==> config.mk <==
export PLATFORM = sky130hd
export DESIGN_NAME = systolic_result_drain
export DESIGN_NICKNAME = d
export VERILOG_FILES = /design/src/rtl/systolic_result_drain.sv
export SDC_FILE = /design/constraint.sdc
export NUM_CORES = 1
export LEC_CHECK = 0
export ABC_AREA = 1
export CAP_MARGIN = 25
export CORE_ASPECT_RATIO = 0.7
export CORE_MARGIN = 4
export CORE_UTILIZATION = 50
export DETAILED_ROUTE_END_ITERATION = 10
export GPL_ROUTABILITY_DRIVEN = 0
export PLACE_DENSITY = 0.69
export SLEW_MARGIN = 10
export SYNTH_ARGS = -nofsm -noshare
export SYNTH_HDL_FRONTEND = slang
export SYNTH_SLANG_ARGS = --single-unit
==> constraint.sdc <==
create_clock -name clk -period 18.5 [get_ports clk]
set_input_delay 3.7 -clock clk [delete_from_list [all_inputs] [get_ports clk]]
set_output_delay 3.7 -clock clk [all_outputs]
set_load 0.02 [all_outputs]
==> src/rtl/systolic_result_drain.sv <==
// Result drain for an N x N systolic array: freezes the PEs, shifts results down,
// captures the N rows leaving the bottom edge and returns them row by row.
module systolic_result_drain #(
    parameter int N          = 4,
    parameter int INT_WIDTH  = 8,
    parameter int FRAC_WIDTH = 8,
    localparam int W         = INT_WIDTH + FRAC_WIDTH,
    localparam int RW        = $clog2(N)
) (
    input  logic            clk,
    input  logic            reset,
    input  logic            start_val,
    output logic            start_rdy,
    output logic            shift_result,
    output logic            array_finished,
    output logic            feed_zero,
    input  logic [N*W-1:0]  col_in,
    output logic            resp_val,
    input  logic            resp_rdy,
    output logic [N*W-1:0]  resp_msg,
    output logic [RW-1:0]   resp_row,
    output logic [1:0]      dbg_state
);

    localparam logic [1:0] ST_IDLE    = 2'd0;
    localparam logic [1:0] ST_SHIFT   = 2'd1;
    localparam logic [1:0] ST_CAPTURE = 2'd2;
    localparam logic [1:0] ST_EMIT    = 2'd3;

    localparam logic [RW-1:0] LAST = RW'(N - 1);

    logic [1:0]     state;
    logic [RW-1:0]  cap_cnt;
    logic [RW-1:0]  row_ptr;
    logic [N*W-1:0] buffer [N];

    // Both interfaces are val/rdy: a transfer happens on any posedge where val
    // and rdy are both high; the producer holds val and payload until then.
    wire start_fire = start_val && (state == ST_IDLE);
    wire resp_fire  = resp_rdy && (state == ST_EMIT);

    always_ff @(posedge clk) begin
        if (reset) begin
            state   <= ST_IDLE;
            cap_cnt <= '0;
            row_ptr <= '0;
            for (int i = 0; i < N; i++) begin
                buffer[i] <= '0;
            end
        end else begin
            case (state)
                ST_IDLE: begin
                    if (start_fire) begin
                        state <= ST_SHIFT;
                    end
                end
                ST_SHIFT: begin
                    cap_cnt <= '0;
                    state   <= ST_CAPTURE;
                end
                ST_CAPTURE: begin
                    // The bottom row leaves the array first, so fill from the end.
                    buffer[LAST - cap_cnt] <= col_in;
                    cap_cnt <= cap_cnt + RW'(1);
                    if (cap_cnt == LAST) begin
                        cap_cnt <= '0;
                        row_ptr <= '0;
                        state   <= ST_EMIT;
                    end
                end
                ST_EMIT: begin
                    if (resp_fire) begin
                        if (row_ptr == LAST) begin
                            row_ptr <= '0;
                            state   <= ST_IDLE;
                        end else begin
                            row_ptr <= row_ptr + RW'(1);
                        end
                    end
                end
                default: state <= ST_IDLE;
            endcase
        end
    end

    assign start_rdy      = (state == ST_IDLE);
    assign shift_result   = (state == ST_SHIFT);
    assign array_finished = (state == ST_SHIFT) || (state == ST_CAPTURE);
    assign feed_zero      = (state == ST_SHIFT) || (state == ST_CAPTURE);
    assign resp_val       = (state == ST_EMIT);
    assign resp_msg       = (state == ST_EMIT) ? buffer[row_ptr] : '0;
    assign resp_row       = row_ptr;
    assign dbg_state      = state;

endmodule

# After elaboration in Yosys (flattened, before gate mapping)

Memories as Yosys holds them, arrays and structs flattened. A register that Yosys moved wholly into a read port is not among the register bits.
Cells that the tools add are included.

Flip-flop bits (word level): 6
Memory bits (writable): 256
Bits of input ports: 68
Output and inout bits: 73
Word-level logic and storage cells: 47
Memories: 1

Add/sub/neg operators: 3
Equality and inequality tests: 9
Multiplexer cells: 22
Reduce and logical (&&, ||, !) cells: 9

Memories:

| memory | depth | bits a word | read ports | clocked after memory_dff | wr ports | RTL line | RTL |
|---|---|---|---|---|---|---|---|
| buffer | 4     | 64          | 1          | 1                        | 4        | 35       | `logic [N*W-1:0] buffer [N];` |

Operator list:

| kind                | count |
|---|---|
| $mux 64             | 2 |
| $reduce_or 64->1    | 1 |
| $mux 2              | 11 |
| $eq 2x2->1 const B  | 4 |
| $pmux 2 s2          | 2 |
| $pmux 2 s4          | 1 |
| $mux 1              | 6 |
| $ne 2x1->1 const B  | 3 |
| $add 2x1->2 const B | 2 |
| $reduce_and 4->1    | 1 |
| $reduce_bool 2->1   | 2 |
| $reduce_and 3->1    | 1 |
| $eq 2x1->1 const B  | 1 |
| $logic_and 1x1->1   | 2 |
| $logic_not 2->1     | 1 |
| $ne 2x2->1 const B  | 1 |
| $sub 2x2->2 const A | 1 |
| $logic_or 1x1->1    | 1 |

# Longest topological paths before layout

Gate-level depths: netlist of the first run.

Word-level depth: 6
Gate-level depth with buffers: 8
Mapped depth without buffers: 8

# Least setup slack after synthesis of the first run

OpenSTA, ideal clock, no wires.

Path kind: register -> register
Start: register state[1] (netlist: dbg_state[1])
End: memory buffer[3][0] (netlist bit) (enable)
Setup time: 0.581 ns
Arrival time: 5.594 ns
Data required time: 17.919 ns
Setup slack: 12.325 ns
Cell stages (with the launch flop): 4
Buffers on the path: 0
Clock period less this slack: 6.175 ns
Cell sequence: dfxtp_1 > ha_1 > inv_1 > o31ai_1

RTL lines:

| what                   | RTL line | RTL |
|---|---|---|
| start, declared        | 32       | `logic [1:0] state;` |
| start signal, assigned | 44       | `state <= ST_IDLE;` |
| start signal, assigned | 54       | `state <= ST_SHIFT;` |
| start signal, assigned | 59       | `state <= ST_CAPTURE;` |
| end, declared          | 35       |  |

==> metrics.txt, run 1 <==
status complete, no violations; Syn. warnings 0; PD cells 118 mW/mm2; area of the core about 0.023 mm2; ys async rst share 0%; clk buf depth 3; RSZ-0062 raised after global routing false; Post-DRT Antenna Nets 0; setup TNS 0 ps; Final Hold Fails 0; Die W 191 um; Final setup viols 0; Net Sw Frac slightly above 30%; Peak Freq 0.136 GHz; switching power of the nets 517 uW; DRT iter0 DRCs 950; most frequent cell after synthesis nor2_1; MaxCap Viol Count 0; Initial Util between 50% and 60%; worst endpoint required time 14800 ps; Syn Area/Cell 10.0 um2; layout cells sized above 1 5.42%; final core occ 61.7%; vias per inst about 5.3; layout net count 1347; clock tree from TritonCTS done; register area 0.00785 mm2; Synth Instances approximately 1.2k; Most used DFF post-synth edfxtp_1; area of the multi-input gates 0.00321 mm2; critical-path maximum fanout 98; vias in the first global route 8313; Core Rows 46; Net Count, Synth 1244; Tot GR Track Use 21.9%; post-synthesis sequential area ratio between 60% and 70%; drt pass-1 iters 5; Seq pwr share 45.6%; period utilisation layout 39.8%; Top Ports 141; Die ar. around 0.026 mm2; hold buffers post-CTS 0; static leakage about 5.5 nW; worst endpoint data arrival time 3660 ps; area delta synth->final 20.0%; area fraction of the dominant cell type after synthesis approximately two thirds; Cell Area, Synth 0.0117 mm2; clock power share 30.8%; CTS resizes 0; Comb pwr share between 20% and 30%; final period demand of the worst path 7360 ps; synthesized flop and latch total roughly 260; clock buffer count from CTS 26; synth unique cells 21; clk_skew between 9 and 10 ps; relative slew slack approximately a third; Area contributors post-synth edfxtp_1 65%, nor2_1 16%, o21ai_0 5.4%; first-pass GRT wire length ~45000 um; largest area contributor in the netlist edfxtp_1; die height 136 um; Root Buffer clkbuf_16; total clock sinks 264; largest net degree at the start of global routing approximately 100; post-detail-place hpwl 15500 um; worst skew pair latency 520 ps; Max VDD drop 95.1 uV; kind of critical path reg2out; drt wl/cell 17.9 um; Final Max Tran Viols 0; IO Port Bufs 140; critical path startpoint category flop; Post-CTS Setup Repair Bufs 0; Post-synth EDFFs between 200 and 300; CP Capture Type primary output; DRT Wirelength between 20000 and 30000 um; Worst-Margin Slew between 900 and 1000 ps; most instantiated cells after synthesis 511 x nor2_1, 256 x edfxtp_1, 126 x o21ai_0; Hold Crit Class reg2reg; vias 8544; # diodes 0; Clock transition at path regs about 60 ps; GRT overflow 0; DRC violation count after routing 0; fill cell count 1909; Pint 1.15 mW; number of H-tree levels 1; antenna violations before repair 0
==> cell families (layout without fill, tap and decap cells) <==
| group | Yosys count | count (layout) | share of synthesized area [%] |
|---|---|---|---|
| flops | 264 | 264 | 66.8 |
| simple gates | 544 | 544 | 17.7 |
| buf+inv | 155 | 278 | 6.23 |
| compound gates | 199 | 199 | 8.53 |
| fa+ha+maj | 7 | 7 | 0.746 |
==> cell usage in the layout (no fill, tap or decap), types with 2 or more instances in the layout <==
cell type,instances
nand2_4,3
clkbuf_1,4
clkbuf_16,27
bufinv_16,2
inv_2,3
nand2_1,13
nor2_2,10
edfxtp_1,256
nand4_1,3
clkdlybuf4s50_1,140
clkinv_2,5
dfxtp_1,6
clkinv_1,9
nand2_2,3
nor2_1,511
o21ai_1,3
buf_4,10
ha_1,7
inv_1,74
o21ai_0,126
a21oi_1,67
==> layer usage <==
metal,GRT usage [%],share of wire [%]
met5,0,0
met3,4.67,8.9
met1,32.6,45
met4,3.67,1.3
met2,34.1,45
==> registers in the layout (all words and copies together) (netlist names), named ones only <==
register and count:
buffer 256, cap_cnt 2, dbg_state 2, resp_row 2
==> area by class of cell <==
cell class / count / area share, %
Tap cell: 312 / 2.77
Clock buffer: 31 / 4.90
Timing Repair Buffer: 152 / 10.8
Sequential cell: 264 / 55.7
Clock inverter: 17 / 0.977
Multi-Input combinational cell: 750 / 22.8
Inverter: 78 / 2.09
==> final timing paths <==
kind | start | endpoint | slack, ps | cells past startpoint
setup / recovery | flop | resp_msg[9] | 11140 | 5
hold / removal | resp_row[1] | flop | 520 | 2
setup reg to reg | dbg_state[0] | buffer[0][29] | 15450 | 7
hold reg to reg | resp_row[1] | flop | 520 | 2
==> power groups by stage <==
stage | clock (mW) | sequential (mW) | combinational (mW)
3_5_place_dp | 0 | 0.772 | 0.389
6_report | 0.514 | 0.759 | 0.393
3_3_place_gp | 0 | 0.770 | 0.384
2_1_floorplan | 0 | 0.762 | 0.266
4_1_cts | 0.519 | 0.760 | 0.392
5_1_grt | 0.541 | 0.766 | 0.439
==> per-stage QoR <==
step | hold WS (ps) | total power [mW] | setup WS, ps | cell area, um2 | std cells
floorplan | 469 | 1.03 | 12330 | 11700 | 1169
global placement | 507 | 1.15 | 11780 | 13200 | 1554
detailed placement | 509 | 1.16 | 11770 | 13200 | 1554
CTS | 524 | 1.67 | 11200 | 14100 | 1602
global route | 562 | 1.75 | 10920 | 14100 | 1604
finish | 516 | 1.67 | 11140 | 14100 | 1604
==> worst max-delay path: stages (launching register included) <==
cell and delay [ps]:
dfxtp_4 490, clkinv_2 360, buf_4 810, o21ai_0 260, a21oi_1 460, clkdlybuf4s50_1 700
(Power assumes the default switching activity.)
==> run 2: changes to the inputs <==
==> constraint.sdc (replaced) <==
create_clock -name clk -period 7.6 [get_ports clk]
set_input_delay 1.52 -clock clk [delete_from_list [all_inputs] [get_ports clk]]
set_output_delay 1.52 -clock clk [all_outputs]
set_load 0.02 [all_outputs]
==> metrics.txt, run 2 (synthesized netlist as in run 1, its figures left out) <==
clock buffer count from CTS 26; CP Cell Sequence clkinv_2 > buf_4 > o21ai_0 > a21oi_1 > clkdlybuf4s50_1; period utilisation layout between 60% and 70%; Hold Crit Class reg2reg; PD cells 287 mW/mm2; RSZ-0062 raised after global routing false; MaxCap Viol Count 0; critical path startpoint category flop; Top Ports 141; Tot GR Track Use 21.6%; drt pass-1 iters 5; clk buf depth 3; Peak Freq 0.194 GHz; layout net count 1347; hold buffers post-CTS 0; R2R cell count 7; vias per inst 5.33; antenna violations before repair 0; vias in the first global route 8240; CP Capture Type primary output; commonest non-fill, non-tap cells in the layout 511 x nor2_1, 256 x edfxtp_1, 140 x clkdlybuf4s50_1; CP bufs+invs 3; DRC violation count after routing 0; Final setup viols 0; first-pass GRT wire length 44500 um; max incr delay on CP around 670 ps; area of the core approximately 0.023 mm2; Worst-Margin Slew about 980 ps; Initial Util roughly 51%; DRT Wirelength approximately 29000 um; Post-CTS Setup Repair Bufs 0; Die W 191 um; Root Buffer clkbuf_16; DRT iter0 DRCs roughly 990; most common cell after layout, fill and taps aside nor2_1; Tot Pwr 4.05 mW; number of H-tree levels 1; largest net degree at the start of global routing between 90 and 100; status complete, no violations; Top reg by flops buffer; family with the most delay on the worst path buffers and inverters; worst skew pair latency 520 ps; post-detail-place hpwl approximately 16000 um; final period demand of the worst path 5150 ps; Slowest-stage cell, CP dfxtp_4; Final Hold Fails 0; layout cells sized above 1 5.50%; setup TNS 0 ps; cell area after layout about 0.014 mm2; worst endpoint required time 6080 ps; die height ~140 um; total clock sinks 264; area delta synth->final 19.9%; Setup crit end resp_msg[42]; Max VDD drop 251 uV; clock tree from TritonCTS done; Die ar. 0.0260 mm2; Final Max Tran Viols 0; kind of critical path reg2out; r2r setup slk about 4600 ps; FF-to-FF Start dbg_state[0]; worst endpoint data arrival time 3630 ps; CTS resizes 0; Clock transition at path regs 60 ps; drt wl/cell 17.8 um; Critical R2R Capture buffer[0][15]; relative slew slack 34.5%; static leakage 5.46 nW; placed inst area 0.0132 mm2; critical-path maximum fanout 98; GRT overflow 0; Core Rows 46; Post-DRT Antenna Nets 0; fill cell count 1926; max reg flops 256; IO Port Bufs 140; vias approximately 8.6k; # diodes 0; clk_skew 9.84 ps; WP depth 5
[run 2: cell count changes in the layout (fill, tap and decap cells not counted), sizes merged]
cell / change
clkbuf: +3
clkinv: -2
clkinvlp: -1
[run 2: routing by layer]
| layer | global-route usage [%] | wire length, um | up-vias |
|---|---|---|---|
| li1 | - | - | 4068 |
| met1 | 32.2 | 13000 | 4110 |
| met2 | 34.6 | 13000 | 350 |
| met3 | 3.95 | 2350 | 27 |
| met4 | 3.11 | 311 | 0 |
| met5 | 0 | 0 | - |
[run 2: final cells by class]
| class | count | area [um2] | area share [%] |
|---|---|---|---|
| inverter | 78 | 294 | 2.09 |
| multi-input combinational | 750 | 3210 | 22.8 |
| sequential | 264 | 7850 | 55.8 |
| clock inverter | 14 | 114 | 0.809 |
| clock buffer | 34 | 702 | 4.99 |
| timing repair buffer | 152 | 1520 | 10.8 |
| tap | 312 | 390 | 2.77 |
[run 2: stage by stage]
stage                     cells  hold WS (ps)  worst slack [ps]  util, %
after CTS                  1602           524              2480     61.4
after global routing       1604           548              2220     61.6
after floorplan            1169           469              1430        -
final                      1604           525              2450     61.6
after detailed placement   1554           514              3040     57.9
after global placement     1554           508              3050     57.9
[run 2: how the worst min path moves through the flow]
| stage | cells after the start | start | slack, ps | end |
|---|---|---|---|---|
| after CTS | 2 | resp_row[1] | 520 | flop |
| after floorplan | 2 | cap_cnt[0] | 470 | cap_cnt[0] |
| final | 2 | resp_row[1] | 520 | flop |
| after global placement | 2 | resp_row[1] | 510 | flop |
| after global routing | 2 | resp_row[1] | 550 | flop |
| after detailed placement | 2 | resp_row[1] | 510 | flop |
[run 2: report_power, final]
| group | total, mW | internal, mW | switching [mW] |
|---|---|---|---|
| Sequential | 1.85 | 1.77 | 0.0775 |
| Clock | 1.24 | 0.716 | 0.522 |
| Combinational | 0.959 | 0.310 | 0.648 |
| Total | 4.05 | 2.80 | 1.25 |
[run 2: worst min-delay path, cell delays in order (launching register included)]
cell	delay (ps)
dfxtp_1	330
nand2_1	70
a21oi_1	70
==> run 3: changes to the inputs <==
--- a/config.mk
+++ b/config.mk
@@ -12,7 +12,7 @@
 export CORE_UTILIZATION = 50
 export DETAILED_ROUTE_END_ITERATION = 10
 export GPL_ROUTABILITY_DRIVEN = 0
-export PLACE_DENSITY = 0.69
+export PLACE_DENSITY = 0.72
 export SLEW_MARGIN = 10
 export SYNTH_ARGS = -nofsm -noshare
 export SYNTH_HDL_FRONTEND = slang
==> constraint.sdc (replaced) <==
create_clock -name clk -period 4.2 [get_ports clk]
set_input_delay 0.84 -clock clk [delete_from_list [all_inputs] [get_ports clk]]
set_output_delay 0.84 -clock clk [all_outputs]
set_load 0.02 [all_outputs]
==> metrics.txt, run 3 (synthesized netlist as in run 1, its figures left out) <==
vias 8599; first-pass GRT wire length 44700 um; largest net degree at the start of global routing 129; vias in the first global route ~8.2k; Clock transition at path regs 60 ps; drt wl/cell 18.2 um; Tot GR Track Use between 20% and 30%; CP Capture Type primary output; total clock sinks 264; final period demand of the worst path 3620 ps; Max VDD drop 406 uV; GRT overflow 0; die height 136 um; DRC violation count after routing 0; MaxCap Viol Count 0; Final Hold Fails 0; PD cells 518 mW/mm2; clock buffer count from CTS 26; CTS resizes 0; period utilisation layout 86.2%; Top Ports about 140; max reg flops 256; layout cells sized above 1 under 10%; Post-CTS Setup Repair Bufs 0; Peak Freq around 0.28 GHz; clock tree from TritonCTS done; Core Rows 46; Top reg by flops buffer; Slowest-stage cell, CP clkdlybuf4s50_1; Initial Util 51.4%; Die ar. between 0.02 and 0.03 mm2; hold buffers post-CTS 0; Root Buffer clkbuf_16; clk buf depth 3; number of H-tree levels 1; Final setup viols 0; area of the core 0.0228 mm2; most common cell after layout, fill and taps aside nor2_1; vias per inst roughly 5.4; critical-path maximum fanout 38; DRT Wirelength slightly below 30000 um; RSZ-0062 raised after global routing false; DRT iter0 DRCs 799; CP Cell Sequence inv_2 > buf_12 > nor2_1 > o21ai_0 > a21oi_1 > clkdlybuf4s50_1; kind of critical path reg2out; clk_skew 11.6 ps; max incr delay on CP 660 ps; status complete, no violations; post-detail-place hpwl 16300 um; fill cell count between 1.5k and 2k; Worst-Margin Slew 980 ps; CP bufs+invs 3; Die W between 150 and 200 um; commonest non-fill, non-tap cells in the layout 511 x nor2_1, 256 x edfxtp_1, 140 x clkdlybuf4s50_1; static leakage 5.50 nW; Post-DRT Antenna Nets 0; setup TNS 0 ps; antenna violations before repair 0; # diodes 0; family with the most delay on the worst path buffers and inverters; worst endpoint data arrival time 2780 ps; worst endpoint required time 3360 ps; relative slew slack 34.6%; critical path startpoint category flop; drt pass-1 iters 5; Hold WS 543 ps; worst skew pair latency 530 ps; Final Max Tran Viols 0; IO Port Bufs 140; area delta synth->final 20.5%; layout net count ~1.3k; Hold Crit Class reg2reg
==> run 3: changes by cell type in the layout (fill, tap and decap cells not counted), moves of 2 or more <==
cell,before,now
clkinv_1,5,7
buf_4,10,6
clkinv_2,8,6
buf_12,0,8
==> run 3: final timing paths <==
| check | from | end | slack, ps | cells past startpoint |
|---|---|---|---|---|
| worst max-delay path | flop | resp_msg[41] | 580 | 6 |
| worst min register to register | resp_row[1] | flop | 540 | 2 |
| worst max register to register | dbg_state[0] | buffer[3][45] | 1730 | 5 |
| worst min-delay path | resp_row[1] | flop | 540 | 2 |
==> run 3: area by class of cell <==
class / count / area, um2 / share of cell area, %
Sequential cell: 264 / 7850 / 55.5
Multi-Input combinational cell: 750 / 3210 / 22.7
Timing Repair Buffer: 154 / 1610 / 11.4
Clock buffer: 34 / 702 / 4.96
Tap cell: 312 / 390 / 2.76
Inverter: 78 / 294 / 2.08
Clock inverter: 14 / 90.1 / 0.637
==> run 3: power breakdown <==
part	internal, mW	total, mW	switching, mW
logic	0.599	1.85	1.25
clock network	1.24	2.20	0.962
registers	3.20	3.29	0.0913
total	5.03	7.34	2.30
==> run 3: through the flow <==
step                cell area (um2)  utilization (%)  setup slack, ps  power, mW  instances
floorplan                     11800                -             29.3       4.52       1169
global placement              13400             58.5             1160       5.16       1558
detailed placement            13400             58.5             1140       5.19       1558
CTS                           14100             61.9              570       7.37       1606
global route                  14100             61.9              391       7.68       1606
finish                        14100             61.9              579       7.34       1606
==> run 3: per-layer routing <==
| metal | share of wire [%] | GRT usage (%) | up-vias | routed length (um) |
|---|---|---|---|---|
| met4 | 1.9 | 4.86 | 0 | 567 |
| li1 | - | - | 4070 | - |
| met2 | 45 | 34.2 | 384 | 13200 |
| met1 | 44 | 32.7 | 4097 | 12800 |
| met3 | 8.8 | 3.52 | 48 | 2580 |
| met5 | 0 | 0 | - | 0 |
==> run 3: worst reg2reg max path: stages, from the launching register on <==
cell and delay, ps:
dfxtp_1 350, inv_1 120, ha_1 300, inv_1 130, o31ai_4 800, buf_12 390
